**src/rtl/seq_divider_32bit.sv**
```systemverilog
// 32-bit unsigned restoring divider: one quotient bit per clock, quotient
// accumulates in the dividend shift register, remainder in a 33-bit P.
module seq_divider_32bit (
    input  logic        clk,
    input  logic        rst_n,
    input  logic        start,
    input  logic [31:0] dividend,
    input  logic [31:0] divisor,
    output logic        busy,
    output logic        done,
    output logic [31:0] quotient,
    output logic [31:0] remainder,
    output logic        div_by_zero
);

    typedef enum logic [1:0] {IDLE, RUN, DONE} state_t;

    state_t      state_reg;
    logic [31:0] dvd_reg;
    logic [31:0] dsr_reg;
    logic [32:0] p_reg;
    logic [5:0]  cnt_reg;
    logic        zero_pend_reg;

    logic [32:0] shifted;
    logic [32:0] dsr_inv;
    logic [32:0] trial;
    logic        qbit;
    logic [32:0] p_next;
    logic [31:0] dvd_next;

    assign shifted = {p_reg[31:0], dvd_reg[31]};

    // Trial subtract as A + ~{0,B} + 1; the zero-extension bit inverts to 1.
    genvar gi;
    generate
        for (gi = 0; gi < 33; gi++) begin : g_inv
            if (gi < 32) begin : g_lo
                assign dsr_inv[gi] = ~dsr_reg[gi];
            end else begin : g_hi
                assign dsr_inv[gi] = 1'b1;
            end
        end
    endgenerate

    assign trial    = shifted + dsr_inv + 33'd1;
    assign qbit     = ~trial[32];
    assign p_next   = qbit ? trial : shifted;
    assign dvd_next = {dvd_reg[30:0], qbit};

    always_ff @(posedge clk or negedge rst_n) begin
        if (!rst_n) begin
            state_reg     <= IDLE;
            dvd_reg       <= '0;
            dsr_reg       <= '0;
            p_reg         <= '0;
            cnt_reg       <= '0;
            zero_pend_reg <= 1'b0;
            busy          <= 1'b0;
            done          <= 1'b0;
            quotient      <= '0;
            remainder     <= '0;
            div_by_zero   <= 1'b0;
        end else begin
            done <= 1'b0;
            if (zero_pend_reg) begin
                // Divide-by-zero waits one edge so done lands at E1 like a short run.
                zero_pend_reg <= 1'b0;
                state_reg     <= DONE;
                done          <= 1'b1;
                quotient      <= 32'hFFFF_FFFF;
                remainder     <= dvd_reg;
                div_by_zero   <= 1'b1;
            end else begin
                case (state_reg)
                    IDLE, DONE: begin
                        if (start) begin
                            dvd_reg <= dividend;
                            dsr_reg <= divisor;
                            p_reg   <= '0;
                            cnt_reg <= '0;
                            if (divisor == 32'd0) begin
                                zero_pend_reg <= 1'b1;
                                state_reg     <= IDLE;
                            end else begin
                                state_reg <= RUN;
                                busy      <= 1'b1;
                            end
                        end else begin
                            state_reg <= IDLE;
                        end
                    end
                    RUN: begin
                        p_reg   <= p_next;
                        dvd_reg <= dvd_next;
                        cnt_reg <= cnt_reg + 6'd1;
                        if (cnt_reg == 6'd31) begin
                            state_reg   <= DONE;
                            busy        <= 1'b0;
                            done        <= 1'b1;
                            quotient    <= dvd_next;
                            remainder   <= p_next[31:0];
                            div_by_zero <= 1'b0;
                        end
                    end
                    default: state_reg <= IDLE;
                endcase
            end
        end
    end

endmodule
```
**config.mk**
```make
export PLATFORM = sky130hd
export DESIGN_NAME = seq_divider_32bit
export DESIGN_NICKNAME = d
export VERILOG_FILES = /design/src/rtl/seq_divider_32bit.sv
export SDC_FILE = /design/constraint.sdc
export NUM_CORES = 1
export LEC_CHECK = 0
export CAP_MARGIN = 15
export CORE_MARGIN = 8
export CORE_UTILIZATION = 55
export DETAILED_ROUTE_END_ITERATION = 16
export GPL_TIMING_DRIVEN = 0
export PLACE_DENSITY = 0.84
export RECOVER_POWER = 100
export SKIP_LAST_GASP = 1
export SLEW_MARGIN = 20
export SYNTH_ARGS = -nofsm -noshare
export SYNTH_HDL_FRONTEND = slang
export SYNTH_SLANG_ARGS = --single-unit
```
**constraint.sdc**
```tcl
create_clock -name clk -period 4.5 [get_ports clk]
set_clock_uncertainty 0.05 [all_clocks]
set_input_delay 1.35 -clock clk [delete_from_list [all_inputs] [get_ports clk]]
set_output_delay 1.35 -clock clk [all_outputs]
set_load 0.01 [all_outputs]
```
======== After elaboration in Yosys (flattened, before gate mapping) ========
Cells that the tools add are included.
W data, S select, Z words.
operators by class
  $add $sub $neg .......................... 3
  equal/unequal tests ..................... 7
  muxes and demuxes ....................... 31
  bitwise gates (word level) .............. 34
  reduce and logical (&&, ||, !) cells .... 10
operator list
  operator                 count
  $mux W32                 9
  $pmux W32 S2             2
  $not A1 Y1               34
  $add A33 B1 Y33 const B  1
  $add A33 B33 Y33         1
  $logic_not A32 Y1        1
  $mux W1                  13
  $pmux W6 S2              1
  $add A6 B1 Y6 const B    1
  $eq A6 B5 Y1 const B     1
  $mux W2                  3
  $mux W6                  1
  $ne A2 B2 Y1 const B     3
  $reduce_and A3 Y1        2
  $reduce_bool A2 Y1       3
  $reduce_and A5 Y1        1
  $pmux W2 S2              1
  $ne A3 B3 Y1 const B     1
  $eq A2 B1 Y1 const B     1
  $eq A2 B2 Y1 const B     1
  $logic_not A2 Y1         1
  $pmux W1 S2              1
  $reduce_and A2 Y1        1
  $reduce_or A2 Y1         1
storage, ports and cells
  bits in registers ....................... 172
  output and inout port bits .............. 67
  logic and storage cells ................. 96

======== Depth between registers and ports, before layout ========
Gate-level depths: netlist of run 1.
  depth after elaboration ................. 7
  depth in mapped cells ................... 13
  gate-level depth less buffers ........... 11

======== Least setup slack after synthesis of run 1 ========
Ideal clock, no wire load.
  path type ............................... reg2reg
  start ................................... reg p_reg[22]
  end ..................................... reg remainder[15]
  data arrival time ....................... 2.684 ns
  data required time ...................... 4.311 ns
  slack ................................... 1.627 ns
  cell stages (with the launch flop) ...... 13
  buffers on the path ..................... 3
  period minus slack after synthesis ...... 2.873 ns
  path through ............................ dfrtp_1 -> ha_1 -> buf_6 -> a2111oi_4 -> o21ai_2 -> o211a_1 -> o21ai_0 -> nand4_1 -> and2_1 -> buf_4 -> buf_2 -> a31oi_1 -> o221ai_1
on the way
  longest elaborated chain between the ends .. 6
ends and longest elaborated chain
  item                    RTL line  text
  start, declared         21        logic [32:0] p_reg;
  start signal, assigned  94        p_reg <= p_next;
  $add A33 B33 Y33        46        assign trial = shifted + dsr_inv + 33'd1;
  $add A33 B1 Y33         46
  $mux W32                48        assign p_next = qbit ? trial : shifted;
  $mux W32                97        if (cnt_reg == 6'd31) begin
  $mux W32                75        case (state_reg)
  $mux W32                66        if (zero_pend_reg) begin
  end signal, assigned    72        remainder <= dvd_reg;
  end signal, assigned    102       remainder <= p_next[31:0];
  end, declared           12        output logic [31:0] remainder,
No other way between the ends. The select of a mux whose other input is x is not followed.
A chain may end at the register's enable or synchronous reset.

======== Worst setup path after layout of run 1 ========
  start ................................... in start
  end ..................................... reg dsr_reg[1]
on the way
  longest elaborated chain between the ends .. 1
ends and longest elaborated chain
  item                                RTL line  text
  start, declared                     6         input logic start,
  $reduce_and A3 Y1 (no source line)  -
  end signal, assigned                79        dsr_reg <= divisor;
  end, declared                       20        logic [31:0] dsr_reg;
No other way between the ends.

==> results of run 1 <==
## stage by stage
step | util | TNS (ps) | instances | worst slack (ps) | instance area, sq um
floorplan | - | 0 | 1008 | 1627 | 9316
global placement | 0.6587 | -850700 | 1361 | -4968 | 10920
detailed placement | 0.6606 | 0 | 1362 | 302.7 | 10960
CTS | 0.6957 | 0 | 1394 | 746.2 | 11540
global route | 0.6947 | 0 | 1394 | 314.8 | 11520
finish | 0.6947 | 0 | 1394 | 541.3 | 11520
## cells by family after synthesis
kind of cell | Yosys count
XOR/XNOR | 23
flip-flops | 172
AO/OA/AOI/OAI | 330
adder cells (fa/ha/maj) | 34
multiplexers | 44
AND/OR/NAND/NOR | 299
buffers and inverters | 106
## layer usage
layer  vias up  track usage
met4         0       0.1077
li1       3942            -
met2       394       0.4363
met3        65      0.06150
met1      4178       0.3410
met5         -            0
## worst paths after layout
path / endpoint / depth (start not counted)
worst min register to register: div_by_zero / 1
min in group asynchronous: dsr_reg[6] / 1
worst max-delay path: dsr_reg[1] / 5
worst min-delay path: div_by_zero / 1
max in group asynchronous: p_reg[23] / 2
worst max register to register: remainder[15] / 11
## synth_stat cells (5+ instances only)
master,instances
or3_1,9
and2_1,6
ha_1,33
o22a_1,27
nor4_1,9
nand2_1,147
nand3b_1,5
o21ai_0,127
mux2i_1,44
a21boi_0,7
nand4_1,12
a21o_1,16
nor3b_1,23
a21oi_1,69
dfrtp_1,172
xor2_1,10
clkbuf_1,46
nand3_1,12
nand2b_1,13
xnor2_1,13
a22oi_1,9
nor2_1,40
nor3_1,9
o211ai_1,7
buf_1,11
o31ai_1,7
inv_1,41
o21a_1,5
a31oi_1,16
## layout make-up
class / instances / area (sq um)
Fill cell: 1321 / 5062
Multi-Input combinational cell: 730 / 4574
Sequential cell: 172 / 4304
Timing Repair Buffer: 134 / 1354
Clock buffer: 18 / 439.2
Buffer: 65 / 277.8
Tap cell: 220 / 275.3
Inverter: 41 / 153.9
Clock inverter: 14 / 142.6
## critical path, stage by stage
cell and delay, ps:
dlygate4sd3_1 610, nor3b_1 850, clkbuf_1 610, clkbuf_1 580
o21ai_0 190
## cell usage in the layout (no fill, tap or decap), types with 9 or more instances in the layout
| cell | n |
|---|---|
| a21o_1 | 16 |
| a21oi_1 | 69 |
| a22oi_1 | 9 |
| a31oi_1 | 16 |
| clkbuf_1 | 55 |
| clkbuf_16 | 17 |
| clkdlybuf4s50_1 | 63 |
| dfrtp_1 | 172 |
| dlygate4sd3_1 | 69 |
| ha_1 | 33 |
| inv_1 | 41 |
| mux2i_1 | 44 |
| nand2_1 | 147 |
| nand2b_1 | 13 |
| nand3_1 | 12 |
| nand4_1 | 12 |
| nor2_1 | 40 |
| nor3_1 | 9 |
| nor3b_1 | 23 |
| nor4_1 | 9 |
| o21ai_0 | 127 |
| o22a_1 | 27 |
| or3_1 | 9 |
| xnor2_1 | 13 |
| xor2_1 | 10 |
## report_power, final
| group | switching, uW | total (uW) | leakage [uW] | internal [uW] |
|---|---|---|---|---|
| Sequential | 561 | 2880 | 0.00214 | 2320 |
| Combinational | 3710 | 6270 | 0.00262 | 2550 |
| Clock | 705 | 1460 | 0.000288 | 756 |
==> impl_metrics.tcl, run 1 <==
set metrics [dict create \
    syn_nets 1109 \
    grt_antenna_before_repair 0 \
    die_w_um 146.2 \
    cts_buffers 17 \
    slew_viol_final 81 \
    diodes 0 \
    synth_area_leaders "dfrtp_1 46%, o21ai_0 6.8%, nand2_1 5.9%" \
    crit_start "start" \
    rrSetupSlack_ps 620 \
    crit_type "in2reg" \
    synth_area_sq_um 9316 \
    grt_pass1_wl_mm 45.86 \
    synth_top_area_share 0.4620 \
    cts.sinks 172 \
    outcome "finished, violations left" \
    drt-initial-drc-count 796 \
    pin_count 134 \
    ys_seq_area_frac 0.4620 \
    coreArea_sq_um 16580 \
    post_cts_buffers 0 \
    setup_viol 0 \
    fmax_mhz 252.6 \
    muxShareOfSynthArea 0.04727 \
    htreeDepth 4 \
    first_global_vias 8545 \
    wl_met1_mm 12.04 \
    ctsHoldBuffers 0 \
    portBuffers 133 \
    total_power_uw 10610 \
    vias 8579 \
    synth_top_cell_by_area "dfrtp_1" \
    drt_pass1_iterations 6 \
    synth_edf_count 0 \
    gr-total-overflow 0 \
    async_flop_share 1.000 \
    required_ps 4730 \
    p_leak_uw 0.005053 \
    wl_met2_mm 13.60 \
    arrival_ps 4190 \
    synth_compound_area_frac 0.2228 \
    p_per_area_nw_per_um2 920.7 \
    r2r_start "p_reg[10]" \
    synth_top_family_by_area "compound AO/OA/AOI/OAI gates" \
    crit_path_max_fanout 10 \
    min_from "div_by_zero" \
    cts-root-buf "clkbuf_16" \
    min_period_over_period 0.8797 \
    crit_path_start_kind "input port" \
    maxCapViolations 1 \
    ir_worst_vdd_v 0.0004660 \
    avgSynthCellArea_sq_um 9.242 \
    drc 0 \
    min_path_type "reg2reg" \
    hold_viol 0 \
    relSlewSlack -0.3648 \
    core.rowCount 47 \
    yosys_warnings 0 \
    post_cts_resized 0 \
    worst_slew_pin_slew_ps 2047 \
    synthXorXnorAreaFrac 0.02162 \
    ys_types 61 \
    ant_nets 0 \
    area_growth_pct 23.66 \
    grt_use_total 0.2686 \
    drive_gt1_frac 0.04344 \
    wl_per_cell_um 20.73 \
    wl_met3_mm 2.182 \
    synth_cells 1008 \
    period_minus_slack_ps 3959 \
    synth-adder-area-share 0.04647 \
    top_layer_used "met4" \
    violations "capacitance limit, slew limit" \
    synth_ff_type "dfrtp_1" \
    place_congestion 0.9415 \
    cts.path.max_buffers 2 \
    drt-total-wl_mm 28.90 \
    grt_max_degree 93 \
    die-area_sq_um 21360 \
    start_util 0.5618 \
    num-nets-final 1262 \
    ys_ff_latch 172 \
    worstSetupEndpointType "flip-flop" \
    holdWs_ps 435.0 \
    clk_latency_ps 440 \
    dpl.hpwl_mm 21.63 \
    rsz0062_at_grt "false" \
    die_h_um 146.2 \
    synth_simple_gate_area_share 0.1528 \
    avgViaCountPerCell 6.154 \
    clk_pin_slew_ps 80 \
    cts_tree "built" \
]
Power figures use the tool's default switching activity.
==> inputs of run 2 (changes only) <==
Settings changed: CORE_UTILIZATION 55 to 30, PLACE_DENSITY 0.84 to 0.52.
==> impl_metrics.tcl, run 2 (synthesis gave the netlist of run 1 again) <==
set metrics [dict create \
    instances_no_fill 1572 \
    required_ps 4760 \
    cts_tree "built" \
    outcome "finished, violations left" \
    grt_max_degree 79 \
    post_cts_resized 0 \
    fill_cells 3137 \
    p_per_area_nw_per_um2 904.4 \
    crit_type "reg2reg" \
    clk_latency_ps 440 \
    arrival_ps 4210 \
    min_period_over_period 0.8781 \
    dpl.hpwl_mm 25.02 \
    die_w_um 192.2 \
    cpMostUsedCell "o21ai_0" \
    wl_per_cell_um 20.44 \
    min_path_type "reg2reg" \
    worst_slew_pin_slew_ps 2343 \
    drt-total-wl_mm 32.14 \
    period_minus_slack_ps 3952 \
    worstSetupEndpointType "flip-flop" \
    drt-initial-drc-count 611 \
    crit_path_max_incr_delay_ps 510 \
    die_h_um 192.2 \
    coreArea_sq_um 30590 \
    core.rowCount 64 \
    portBuffers 133 \
    path_cells "ha_1 > buf_6 > a2111oi_4 > o21ai_0 > o211a_1 > o21a_1 > o31ai_4 > and2_0 > clkbuf_1 > clkbuf_2 > mux2i_1 > o21ai_0" \
    grt_use_total 0.1760 \
    worstSetupEndpoint "remainder[17]" \
    final_cell_mix "172 x dfrtp_1, 147 x nand2_1, 128 x o21ai_0, 69 x a21oi_1, 69 x dlygate4sd3_1" \
    dp_cells 1539 \
    clk_pin_slew_ps 80 \
    layout_commonest_cell "dfrtp_1" \
    relSlewSlack -0.5621 \
    slowest_stage "mux2i_1" \
    fmax_mhz 253.1 \
    place_congestion 0.8716 \
    setup_viol 0 \
    ant_nets 0 \
    cts-root-buf "clkbuf_16" \
    area_growth_pct 26.16 \
    violations "capacitance limit, slew limit" \
    post_cts_buffers 0 \
    total_power_uw 10630 \
    num-nets-final 1263 \
    cts_buffers 17 \
    htreeDepth 4 \
    grt_antenna_before_repair 0 \
    vias 8199 \
    cts.sinks 172 \
    drt_pass1_iterations 5 \
    timing.rr.end "remainder[17]" \
    start_util 0.3046 \
    grt_pass1_wl_mm 49.89 \
    first_global_vias 8218 \
    gr-total-overflow 0 \
    hold_viol 0 \
    avgViaCountPerCell 5.216 \
    cts.path.max_buffers 2 \
    maxCapViolations 1 \
    ctsHoldBuffers 0 \
    rsz0062_at_grt "false" \
    pin_count 134 \
    crit_path_start_kind "flip-flop" \
    r2r_start "p_reg[22]" \
    p_leak_uw 0.005041 \
    drive_gt1_frac 0.04170 \
    crit_path_max_fanout 10 \
    slew_viol_final 39 \
    rr_worst_depth 12 \
    ir_worst_vdd_v 0.0003521 \
    die-area_sq_um 36950 \
    crit_start "p_reg[22]" \
    rrSetupSlack_ps 550 \
    drc 0 \
]
==> run 2: how the worst min path moves through the flow <==
stage / to / slack, ps / cells after the start / from
detailed placement: div_by_zero / 420 / 1 / div_by_zero
global route: dsr_reg[0] / 450 / 2 / dsr_reg[0]
global placement: dsr_reg[0] / 410 / 2 / dsr_reg[0]
floorplan: dsr_reg[0] / 400 / 2 / dsr_reg[0]
finish: div_by_zero / 420 / 1 / div_by_zero
CTS: div_by_zero / 430 / 1 / div_by_zero
==> run 2: where the power goes <==
group	internal [uW]	switching, uW	leakage (uW)	total, uW
Sequential	2320	578	0.00214	2900
Combinational	2540	3720	0.00263	6260
Clock	736	742	0.000271	1480
==> run 2: per-layer routing <==
| layer | GRT usage | routed length [um] | vias to the layer above | part of all wire |
|---|---|---|---|---|
| li1 | - | - | 3931 | - |
| met4 | 0.04230 | 446 | 0 | 0.014 |
| met2 | 0.2776 | 14840 | 183 | 0.46 |
| met5 | 0 | 0 | - | 0 |
| met3 | 0.03014 | 1356 | 30 | 0.042 |
| met1 | 0.2472 | 15500 | 4055 | 0.48 |
==> run 2: area by class of cell <==
type                       instances  area, sq um  share of cell area
buffer                            65        271.5             0.02310
multi-input combinational        730         4571              0.3889
antenna                            1        2.502           0.0002129
tap                              396        495.5             0.04215
clock buffer                      17        425.4             0.03619
inverter                          41        153.9             0.01309
clock inverter                    15        150.1             0.01277
timing repair buffer             135         1380              0.1174
sequential                       172         4304              0.3662
==> run 2: stage by stage <==
stage          setup slack [ps]    util  cell area, sq um  setup TNS [ps]  hold slack (ps)
4_1_cts                   610.9  0.3851             11780               0            433.4
3_5_place_dp              154.7  0.3662             11200               0            416.3
3_3_place_gp              -5568  0.3643             11140         -953470            413.4
5_1_grt                   306.0  0.3842             11750               0            447.8
6_report                  548.5  0.3842             11750               0            423.1
2_1_floorplan              1627       -              9316               0            399.7
==> run 2: worst max-delay path: cells and delay by family, from the launching register on <==
family	cells	cell delay [ps]
compound gates	6	1590
fa+ha+maj	1	310
buf+inv	3	730
flops	1	450
simple gates	1	180
mux	1	510
==> inputs of run 3 (changes only) <==
Settings changed: GPL_ROUTABILITY_DRIVEN set to 1, PLACE_DENSITY 0.52 to 0.58.
==> impl_metrics.tcl, run 3 (synthesis gave the netlist of run 1 again) <==
set metrics [dict create \
    outcome "finished, violations left" \
    violations "capacitance limit, slew limit" \
    cts.sinks 172 \
    required_ps 4740 \
    cts.path.max_buffers 2 \
    vias 8292 \
    post_cts_buffers 0 \
    crit_path_start_kind "flip-flop" \
    dpl.hpwl_mm 25.01 \
    portBuffers 133 \
    slowest_stage "dfrtp_1" \
    arrival_ps 4130 \
    cts_buffers 17 \
    relSlewSlack -0.5310 \
    grt_max_degree 71 \
    diodes 0 \
    min_path_type "reg2reg" \
    ir_worst_vdd_v 0.0003254 \
    gr-total-overflow 0 \
    crit_path_max_fanout 10 \
    grt_antenna_before_repair 0 \
    coreArea_sq_um 30590 \
    clk_latency_ps 440 \
    path_cells "ha_1 > buf_6 > a2111oi_4 > o21ai_0 > o211a_1 > o21ai_0 > nand4_1 > and2_1 > clkbuf_1 > clkbuf_1 > a31oi_1 > o221ai_1" \
    wl_per_cell_um 20.31 \
    grt_use_total 0.1731 \
    instances_no_fill 1571 \
    cp_top_family "compound AO/OA/AOI/OAI gates" \
    min_period_over_period 0.8646 \
    place_congestion 0.8921 \
    period_minus_slack_ps 3891 \
    worst_slew_pin_slew_ps 2296 \
    maxCapViolations 1 \
    first_global_vias 8377 \
    cts_tree "built" \
    drt-total-wl_mm 31.91 \
    area_growth_pct 26.19 \
    num-nets-final 1263 \
    final_cell_mix "172 x dfrtp_1, 147 x nand2_1, 128 x o21ai_0, 69 x a21oi_1, 69 x dlygate4sd3_1" \
    crit_type "reg2reg" \
    die_w_um 192.2 \
    drt-initial-drc-count 612 \
    worstSetupEndpointType "flip-flop" \
    grt_pass1_wl_mm 49.24 \
    worst-path-buf-inv 3 \
    avgViaCountPerCell 5.278 \
    clk_pin_slew_ps 70 \
    dp_cells 1539 \
    p_leak_uw 0.005059 \
    ant_nets 0 \
    fmax_mhz 257.0 \
    crit_path_max_incr_delay_ps 460 \
    p_per_area_nw_per_um2 908.7 \
    die_h_um 192.2 \
    core.rowCount 64 \
    start_util 0.3046 \
    design_area_sq_um 11760 \
    drc 0 \
    layout_commonest_cell "dfrtp_1" \
    setup_tns_ps 0 \
    slew_viol_final 37 \
    ctsHoldBuffers 0 \
    setup_viol 0 \
    die-area_sq_um 36950 \
    rsz0062_at_grt "false" \
    fin_util 0.3843 \
    cts-root-buf "clkbuf_16" \
    htreeDepth 4 \
    drt_pass1_iterations 5 \
    drive_gt1_frac 0.04170 \
    post_cts_resized 0 \
    pin_count 134 \
    hold_viol 0 \
    placed_area_sq_um 11200 \
]
[run 3: cell count changes in the layout (fill, tap and decap cells not counted), sizes merged]
cell,before,now
inv,47,50
clkbuf,74,73
diode,1,0
clkinvlp,4,0
clkinv,5,6
buf,11,12
[run 3: stage by stage]
stage	hold slack, ps	setup slack [ps]	total power (uW)
global route	461.3	409.3	11540
detailed placement	422.8	300.5	9327
CTS	440.0	746.1	10840
floorplan	399.7	1627	7006
global placement	415.4	-5359	9243
finish	437.7	609.2	10680
[run 3: path summary, 6_finish.rpt]
path                                 end        from  depth (start not counted)  slack (ps)
setup / recovery           remainder[30]   p_reg[22]                         12         610
hold / removal                dsr_reg[0]  dsr_reg[0]                          2         440
setup reg to reg           remainder[30]   p_reg[22]                         12         610
hold reg to reg               dsr_reg[0]  dsr_reg[0]                          2         440
max in group asynchronous    dsr_reg[21]       rst_n                          1        1540
min in group asynchronous    dvd_reg[23]       rst_n                          1        1550
[run 3: worst register-to-register path, delay by kind of cell (launching register included)]
family / cells / cell delay (ps)
DFF: 1 / 460
AOI/OAI and AO/OA: 6 / 1670
and+or+nand+nor: 2 / 690
buffers and inverters: 3 / 580
adders and majority gates: 1 / 320
[run 3: area by class of cell]
type	count	area (sq um)
plain buffers	65	277.8
clock buffers	17	425.4
clock inverters	15	148.9
fillers	3073	18830
inverters	41	153.9
multi-input cells	730	4571
flip-flops and latches	172	4304
well taps	396	495.5
repair buffers	135	1380
[run 3: layer usage]
metal | wire length, um | track usage
met5 | 0 | 0
met4 | 593 | 0.04348
met3 | 1826 | 0.03558
met2 | 14580 | 0.2710
met1 | 14910 | 0.2405
[run 3: report_power, final]
group	switching (uW)	internal (uW)	leakage [uW]
clock	738	741	0.000286
combinational	3760	2550	0.00263
sequential	576	2320	0.00214
total	5070	5610	0.00506
